`config.mk`:
```
export PLATFORM = sky130hd
export DESIGN_NAME = key_stream_mux
export DESIGN_NICKNAME = d
export VERILOG_FILES = /design/src/rtl/key_stream_mux.sv
export SDC_FILE = /design/constraint.sdc
export NUM_CORES = 1
export LEC_CHECK = 0
export BUFFER_PORTS_ARGS = -buffer_cell sky130_fd_sc_hd__buf_2
export CORE_MARGIN = 1
export CORE_UTILIZATION = 41
export CTS_CLUSTER_DIAMETER = 80
export CTS_CLUSTER_SIZE = 30
export DETAILED_ROUTE_END_ITERATION = 6
export PLACE_DENSITY = 0.81
export SLEW_MARGIN = 15
export SYNTH_ARGS = -nofsm -noshare
export SYNTH_HDL_FRONTEND = slang
export SYNTH_SLANG_ARGS = --single-unit
export TNS_END_PERCENT = 50
```
`constraint.sdc`:
```
create_clock -name clk -period 3.45 [get_ports clk]
set_clock_uncertainty 0.15 [all_clocks]
set_input_delay 0.69 -clock clk [delete_from_list [all_inputs] [get_ports clk]]
set_output_delay 0.69 -clock clk [all_outputs]
set_load 0.01 [all_outputs]
```
`src/rtl/key_stream_mux.sv`:
```
// key_stream_mux: registered NR_CH-to-1 stream selector, keyed or round-robin, valid/ready.
// Define MUX_LOCK_EN to add in_last and packet locking (grant held until end of packet).
module key_stream_mux #(
  parameter int NR_CH    = 4,
  parameter int DATA_LEN = 32,
  parameter int KEY_LEN  = 2
) (
  input  logic                      clk,
  input  logic                      rst_n,
  input  logic                      mode,
  input  logic [KEY_LEN-1:0]        sel_key,
  input  logic [NR_CH-1:0]          in_valid,
  output logic [NR_CH-1:0]          in_ready,
  input  logic [NR_CH*DATA_LEN-1:0] in_data,
`ifdef MUX_LOCK_EN
  input  logic [NR_CH-1:0]          in_last,
`endif
  output logic                      out_valid,
  input  logic                      out_ready,
  output logic [DATA_LEN-1:0]       out_data,
  output logic [KEY_LEN-1:0]        out_ch
);

  logic [KEY_LEN-1:0]  rr_ptr;
  logic [KEY_LEN-1:0]  grant_ch;
  logic [KEY_LEN-1:0]  grant_next;
  logic [KEY_LEN-1:0]  lock_ch;
  logic [DATA_LEN-1:0] grant_data;
  logic                grant_vld;
  logic                can_load;
  logic                xfer;
  logic                advance;
  logic                locked;

`ifdef MUX_LOCK_EN
  typedef enum logic {IDLE, LOCKED} lock_state_t;

  lock_state_t        state, state_nxt;
  logic [KEY_LEN-1:0] lock_ch_nxt;

  always_ff @(posedge clk or negedge rst_n) begin
    if (!rst_n) begin
      state   <= IDLE;
      lock_ch <= '0;
    end else begin
      state   <= state_nxt;
      lock_ch <= lock_ch_nxt;
    end
  end

  always_comb begin
    state_nxt   = state;
    lock_ch_nxt = lock_ch;
    case (state)
      IDLE:   if (xfer && mode && !in_last[grant_ch]) begin
                state_nxt   = LOCKED;
                lock_ch_nxt = grant_ch;
              end
      LOCKED: if (xfer && in_last[lock_ch]) state_nxt = IDLE;
    endcase
  end

  assign locked  = (state == LOCKED);
  // While locked grant_ch equals lock_ch, so this covers the beat that ends the packet.
  assign advance = xfer && (locked || mode) && in_last[grant_ch];
`else
  assign locked  = 1'b0;
  assign lock_ch = '0;
  assign advance = xfer && mode;
`endif

  // NOTE: every signal driven in always_comb gets a default first, otherwise a latch is inferred.
  always_comb begin
    grant_vld = 1'b0;
    grant_ch  = '0;
    if (locked) begin
      grant_vld = in_valid[lock_ch];
      grant_ch  = lock_ch;
    end else if (!mode) begin
      for (int i = 0; i < NR_CH; i++) begin
        if (sel_key == KEY_LEN'(i) && in_valid[i]) begin
          grant_vld = 1'b1;
          grant_ch  = KEY_LEN'(i);
        end
      end
    end else begin
      // Wrapped half first, then the half at/after rr_ptr overrides; downward scans pick the lowest.
      for (int i = NR_CH - 1; i >= 0; i--) begin
        if (in_valid[i] && KEY_LEN'(i) < rr_ptr) begin
          grant_vld = 1'b1;
          grant_ch  = KEY_LEN'(i);
        end
      end
      for (int i = NR_CH - 1; i >= 0; i--) begin
        if (in_valid[i] && KEY_LEN'(i) >= rr_ptr) begin
          grant_vld = 1'b1;
          grant_ch  = KEY_LEN'(i);
        end
      end
    end
  end

  always_comb begin
    grant_data = '0;
    for (int i = 0; i < NR_CH; i++) begin
      if (grant_ch == KEY_LEN'(i)) grant_data = in_data[i*DATA_LEN +: DATA_LEN];
    end
  end

  assign grant_next = (grant_ch == KEY_LEN'(NR_CH - 1)) ? '0 : grant_ch + 1'b1;
  assign can_load   = !out_valid || out_ready;
  assign xfer       = grant_vld && can_load;
  assign in_ready   = (xfer && rst_n) ? (NR_CH'(1) << grant_ch) : '0;

  // NOTE: sequential state uses non-blocking assignments and resets asynchronously on rst_n low.
  always_ff @(posedge clk or negedge rst_n) begin
    if (!rst_n) begin
      out_valid <= 1'b0;
      out_data  <= '0;
      out_ch    <= '0;
      rr_ptr    <= '0;
    end else begin
      if (xfer) begin
        out_valid <= 1'b1;
        out_data  <= grant_data;
        out_ch    <= grant_ch;
      end else if (out_ready) begin
        out_valid <= 1'b0;
      end
      if (advance) rr_ptr <= grant_next;
    end
  end

endmodule

```
==> results.ini, run 1 <==
[run_status]
run_status = completed

[power_and_ir_drop]
finalPower_mw = 1.90
leakage_nw = 1.68
ir_drop_uv = 276
power.density_cell_area_mw_per_mm2 = 548

[logic_synthesis]
synth_most_common_cell = sky130_fd_sc_hd__a21oi_1
synthesis_warning_total = 0
number_of_distinct_library_cells_after_synthesis = 27
yosys_most_used_dff = sky130_fd_sc_hd__dfrtp_1
avgSynthCellArea_um2 = 8.12
combinational_family_with_the_most_area_after_synthesis = compound AO/OA/AOI/OAI gates
synth.cells.most_frequent = sky130_fd_sc_hd__a21oi_1 (69), sky130_fd_sc_hd__dfrtp_1 (37), sky130_fd_sc_hd__nor2_1 (35)
yosysTopAreaCell = sky130_fd_sc_hd__dfrtp_1
synthXorXnorAreaFrac_pct = 0
synth_edf_count = 0
synth-compound-area-share_pct = 27.6
netlist_area_mm2 = 0.00244
yosys_register_bits = 37
synthTopCellsByArea = sky130_fd_sc_hd__dfrtp_1 (38%), sky130_fd_sc_hd__a21oi_1 (14%), sky130_fd_sc_hd__a221oi_1 (11%), sky130_fd_sc_hd__nor2b_1 (8.4%), sky130_fd_sc_hd__nor3_1 (6.3%)
adder_and_majority_gate_portion_of_the_synthesized_area_pct = 2.05
synth_area_in_simple_gates_pct = 23.8
muxShareOfSynthArea_pct = 3.12
mappedNetlistNets = 443
synth_top_area_share_pct = 37.9
async_flop_share_pct = 100
synthCells = 301
synth_seq_area_share_pct = 37.9

[placement]
dp_hpwl_um = 5900
io_buffers = 176
globalplace.congestion = 0.813
dpl.cell_count = 532
pre_cts_slack_ns = 0.0537

[clocking]
cts_resized = 0
insertion_delay_ns = 0.27
clock-root-buffer = sky130_fd_sc_hd__clkbuf_8
tritoncts_clock_tree = built
htreeDepth = 2
cts_setup_buffers = 0
cts_buffers = 5
cts_hold_buf = 0
clk_pin_slew_worst_paths_ns = 0.07
ctsLongestPathBuffers = 2
clkSinkCount = 37

[floorplanning]
fp.coreArea_mm2 = 0.00564
die-area_mm2 = 0.00627
initial_core_util_pct = 43.3
chipHeight_um = 79.2
die-width_um = 79.2
floorplan.rows = 27
floorplan.io_pins = 177

[route]
avgRoutedWirePerCell_um = 14.3
via_count = 2922
number_of_vias_per_cell_after_detailed_routing = 5.41
drc = 0
drtIter0Drc = 143
wirelength_um = 7740
firstDrtPassIters = 4
drt.antenna.violating_nets = 0

[global_routing]
grt_antenna_before_repair = 0
maximum_number_of_pins_on_one_net_before_global_route_repair = 37
groute.usage.overall_pct = 23.8
grt_pass1_vias = 2614
grt_pass1_wl_um = 11800
grt_remaining_overflow = 0

[timing]
setup_tns_ns = 0
period_minus_slack_ns = 3.25
finalMaxSlewViolations = 0
grt_setup_unrepaired = no
report.final.setup_viol = 0
min_period_over_period_pct = 94.2
worst_pin_slew_ns = 0.643
timing_hold_violations_final = 0
fmax_mhz = 308
timing.max_slew.rel_slack_pct = 56.9
timing.final.ws_setup_ns = 0.201

[cells_and_area]
finish.net_count = 609
num_antenna_cells = 0
areaGrowthSynthToFinish_pct = 42.0
layout.cells.non_filler = 540
drive_above_1_share_pct = 43.2
nFillCells = 511
finished_core_util_pct = 61.5

[critical_path]
setup_crit_start_kind = input pin
critical_path.most_common_cell = sky130_fd_sc_hd__buf_2
timing.critical_path.to_type = primary output
timing.critical_path.from = in_valid[3]
worst_setup_path_endpoint = in_ready[1]
path_max_fanout = 34
critPathRequiredTime_ns = 2.61
cp_slowest_stage_delay_ns = 0.46
worst-r2r-cell-count = 11
setup.worst_path.class = in -> out
worstReg2RegStart = rr_ptr[1]
critPathSlowestCell = sky130_fd_sc_hd__o32ai_1
r2r_slack_ns = 0.38
crit-reg2reg-capture = out_data[7]
crit_path_cell_trace = buf_2 > mux2i_1 > o32ai_1 > ha_1 > buf_4 > and3_1 > buf_2
cp_data_arrival_time_ns = 2.41

[flow_run]
number_of_violations_of_the_max_capacitance_limit = 0

[worst_hold_path]
min_path_type = in -> async

==> layout by cell type (no fill, tap or decap), drive strengths merged, types with 2 or more instances in the layout <==
cell,count
buf,187
a21oi,69
dfrtp,37
nor2,35
nor2b,33
nor3,32
a221oi,31
clkbuf,6
inv,5
nand2,4
and3,4
ha,4
nand2b,3
mux2,3
mux2i,2
o21ai,2
clkinv,2
==> critical path: cells and delay by family <==
kind / cells / cell delay, ns
buffers and inverters: 3 / 0.66
AOI/OAI and AO/OA: 1 / 0.46
adders and majority gates: 1 / 0.29
and+or+nand+nor: 1 / 0.22
muxes: 1 / 0.09
==> final cells by class <==
type,instances,area [um^2],area share (%)
multi-input combinational,231,1390,40.0
timing repair buffer,187,963,27.8
sequential,37,926,26.7
tap,72,90.1,2.60
clock buffer,6,72.6,2.09
inverter,5,18.8,0.541
clock inverter,2,10.0,0.288
==> metal layers <==
layer | track usage, % | vias up | part of all wire, %
li1 | - | 1438 | -
met5 | 0 | - | 0
met2 | 45.3 | 139 | 52
met3 | 4.14 | 4 | 7.5
met1 | 27.8 | 1341 | 40
met4 | 4.55 | 0 | 0.59
==> per-stage QoR <==
stage | hold WS [ns] | instance area (um^2)
after global placement | 0.356 | 3390
after floorplan | 0.244 | 2440
final | 0.195 | 3470
after detailed placement | 0.362 | 3390
after CTS | 0.206 | 3470
after global routing | 0.233 | 3470
==> cells by family after synthesis <==
| kind of cell | count (synthesis) |
|---|---|
| AND/OR/NAND/NOR | 113 |
| flip-flops | 37 |
| multiplexers | 6 |
| adder cells (fa/ha/maj) | 4 |
| AO/OA/AOI/OAI | 108 |
| buffers and inverters | 33 |
==> report_power, final <==
group	internal (mW)	leakage, nW	switching, mW
clock	0.140	0.0450	0.144
sequential	0.577	0.423	0.0818
combinational	0.434	1.21	0.524
total	1.15	1.68	0.750
==> worst min path at each step <==
| stage | depth (start not counted) | to | slack (ns) |
|---|---|---|---|
| after floorplan | 0 | out_ch[0] | 0.24 |
| after global placement | 1 | out_ch[1] | 0.36 |
| after detailed placement | 2 | out_data[23] | 0.36 |
| after CTS | 1 | out_data[30] | 0.21 |
| after global routing | 1 | out_data[5] | 0.23 |
| final | 1 | out_data[30] | 0.20 |
==> registers in the layout, summed over array words and instances, names as in the netlist <==
register   cells
out_ch         2
out_data      32
out_valid      1
rr_ptr         2
Power figures use the tool's default switching activity.
==> run 2: changes to the inputs <==
- CORE_UTILIZATION: 41 -> 40
- PLACE_DENSITY: 0.81 -> 0.79
==> results.ini, run 2 (synthesis gave the netlist of run 1 again) <==
[global_routing]
groute.usage.overall_pct = 22.6  ; -1.2 points
grt_remaining_overflow = 0  ; unchanged
grt_pass1_wl_um = 11400  ; -3.0%
grt_antenna_before_repair = 0  ; unchanged
maximum_number_of_pins_on_one_net_before_global_route_repair = 44  ; +19%
grt_pass1_vias = 2676  ; +2.4%

[route]
firstDrtPassIters = 4  ; unchanged
drc = 0  ; unchanged
avgRoutedWirePerCell_um = 13.7  ; -4.3%
via_count = 2928  ; +0.21%
wirelength_um = 7440  ; -3.9%
drtIter0Drc = 87  ; -39%
number_of_vias_per_cell_after_detailed_routing = 5.40  ; -0.16%
drt.antenna.violating_nets = 0  ; unchanged

[cells_and_area]
reg_top3 = out_data: 32 flops, out_ch: 2 flops, rr_ptr: 2 flops
sequential_cell_area_um2 = 926  ; unchanged
areaGrowthSynthToFinish_pct = 42.6
layout.cells.non_filler = 542  ; +0.37%
multi_input_comb_area_mm2 = 0.00139  ; unchanged
drive_above_1_share_pct = 43.3  ; +0.092 points
largest_register = out_data
mostFrequentLayoutCell = sky130_fd_sc_hd__buf_2
num_antenna_cells = 0  ; unchanged
largest_register_ff_count = 32  ; unchanged
nFillCells = 567  ; +11%
finish.net_count = 608  ; -0.16%
layout.cells.most_common_list = sky130_fd_sc_hd__buf_2 (176), sky130_fd_sc_hd__a21oi_1 (69), sky130_fd_sc_hd__dfrtp_1 (37)

[critical_path]
setup_crit_start_kind = input pin
cp_data_arrival_time_ns = 2.41  ; about the same
timing.critical_path.to_type = primary output
critPathRequiredTime_ns = 2.61  ; about the same
setup.worst_path.class = in -> out
path_max_fanout = 34  ; unchanged

[timing]
timing.max_slew.rel_slack_pct = 53.3  ; -3.6 points
period_minus_slack_ns = 3.25  ; -0.00276 ns
setup_tns_ns = 0  ; unchanged
timing.final.ws_setup_ns = 0.204  ; +0.00276 ns
fmax_mhz = 308  ; about the same
finalMaxSlewViolations = 0  ; unchanged
min_period_over_period_pct = 94.1  ; about the same
grt_setup_unrepaired = no
report.final.setup_viol = 0  ; unchanged
worst_hold_slack_ns = 0.163  ; -0.0324 ns
worst_pin_slew_ns = 0.697  ; +0.0537 ns
timing_hold_violations_final = 0  ; unchanged

[clocking]
tritoncts_clock_tree = built
cts_buffers = 5  ; unchanged
cts_setup_buffers = 0  ; unchanged
ctsLongestPathBuffers = 2  ; unchanged
clkSinkCount = 37  ; unchanged
clk_pin_slew_worst_paths_ns = 0.07  ; about the same
cts_hold_buf = 0  ; unchanged
cts_resized = 0  ; unchanged
clock-root-buffer = sky130_fd_sc_hd__clkbuf_8
insertion_delay_ns = 0.28  ; about the same
htreeDepth = 2  ; unchanged

[floorplanning]
floorplan.rows = 28  ; +3.7%
fp.coreArea_mm2 = 0.00592  ; +4.9%
die-area_mm2 = 0.00643  ; +2.4%
die-width_um = 80.2  ; +1.2%
chipHeight_um = 80.2  ; +1.2%
initial_core_util_pct = 41.3  ; -2.0 points
floorplan.io_pins = 177  ; unchanged

[power_and_ir_drop]
leakage_nw = 1.68  ; +0.26%
p_clk_share_pct = 17.1  ; +2.2 points
power.net_switching_uw = 741  ; -1.2%
share_comb_of_total_power_pct = 48.8  ; -1.6 points
ir_drop_uv = 301  ; +9.0%
pwr-share-seq_pct = 34.1  ; -0.6 points
internal-power_mw = 1.19  ; +3.3%
netSwitchingFraction_pct = 38.4  ; -1.1 points
finalPower_mw = 1.93  ; +1.5%
power.density_cell_area_mw_per_mm2 = 554  ; +1.1%

[placement]
dp_hpwl_um = 5640  ; -4.4%
dpl.cell_count = 534  ; +0.38%
pre_cts_slack_ns = 0.0759  ; +0.0222 ns
io_buffers = 176  ; unchanged
globalplace.congestion = 0.897  ; +10%

[flow_run]
number_of_violations_of_the_max_capacitance_limit = 0  ; unchanged

[run_status]
run_status = completed

[worst_hold_path]
min_path_type = in -> async

-- run 2: layout make-up --
cell class,count,share of cell area (%)
well taps,75,2.69
repair buffers,186,27.4
inverters,5,0.539
clock buffers,7,2.76
clock inverters,1,0.144
flip-flops and latches,37,26.6
multi-input cells,231,39.9
-- run 2: through the flow --
step	area, um^2	util (%)
finish	3480	58.9
global route	3480	58.9
CTS	3480	58.9
detailed placement	3380	57.1
global placement	3380	57.1
floorplan	2440	-
-- run 2: path summary, 6_finish.rpt --
| path | startpoint | endpoint | slack, ns | cells past startpoint |
|---|---|---|---|---|
| setup / recovery | sel_key[1] | in_ready[1] | 0.20 | 7 |
| hold / removal | rst_n | out_data[5] | 0.16 | 1 |
| setup reg to reg | rr_ptr[1] | out_data[2] | 0.43 | 11 |
| hold reg to reg | out_data[11] | out_data[11] | 0.37 | 2 |
| max in group asynchronous | rst_n | out_data[18] | 2.33 | 2 |
| min in group clk | out_data[11] | out_data[11] | 0.37 | 2 |
-- run 2: metal layers --
metal	part of all wire [%]	global-route usage, %	wire length [um]	up-vias
met5	0	0	0	-
met4	1.8	8.57	131	0
met3	5.9	3.64	439	15
met2	52	43.2	3850	111
met1	41	24.8	3020	1364
li1	-	-	-	1438
-- run 2: critical path, cell delays in order --
cell	delay (ns)
sky130_fd_sc_hd__buf_2	0.12
sky130_fd_sc_hd__mux2i_1	0.12
sky130_fd_sc_hd__o32ai_1	0.47
sky130_fd_sc_hd__ha_1	0.29
sky130_fd_sc_hd__buf_4	0.36
sky130_fd_sc_hd__and3_1	0.22
sky130_fd_sc_hd__buf_2	0.13
-- run 2: power by group through the flow --
stage / sequential, mW / combinational (mW) / clock, mW
floorplan: 0.728 / 0.533 / 0
global placement: 0.659 / 0.922 / 0
detailed placement: 0.665 / 0.948 / 0
CTS: 0.658 / 0.948 / 0.342
global route: 0.675 / 1.06 / 0.353
finish: 0.658 / 0.943 / 0.330
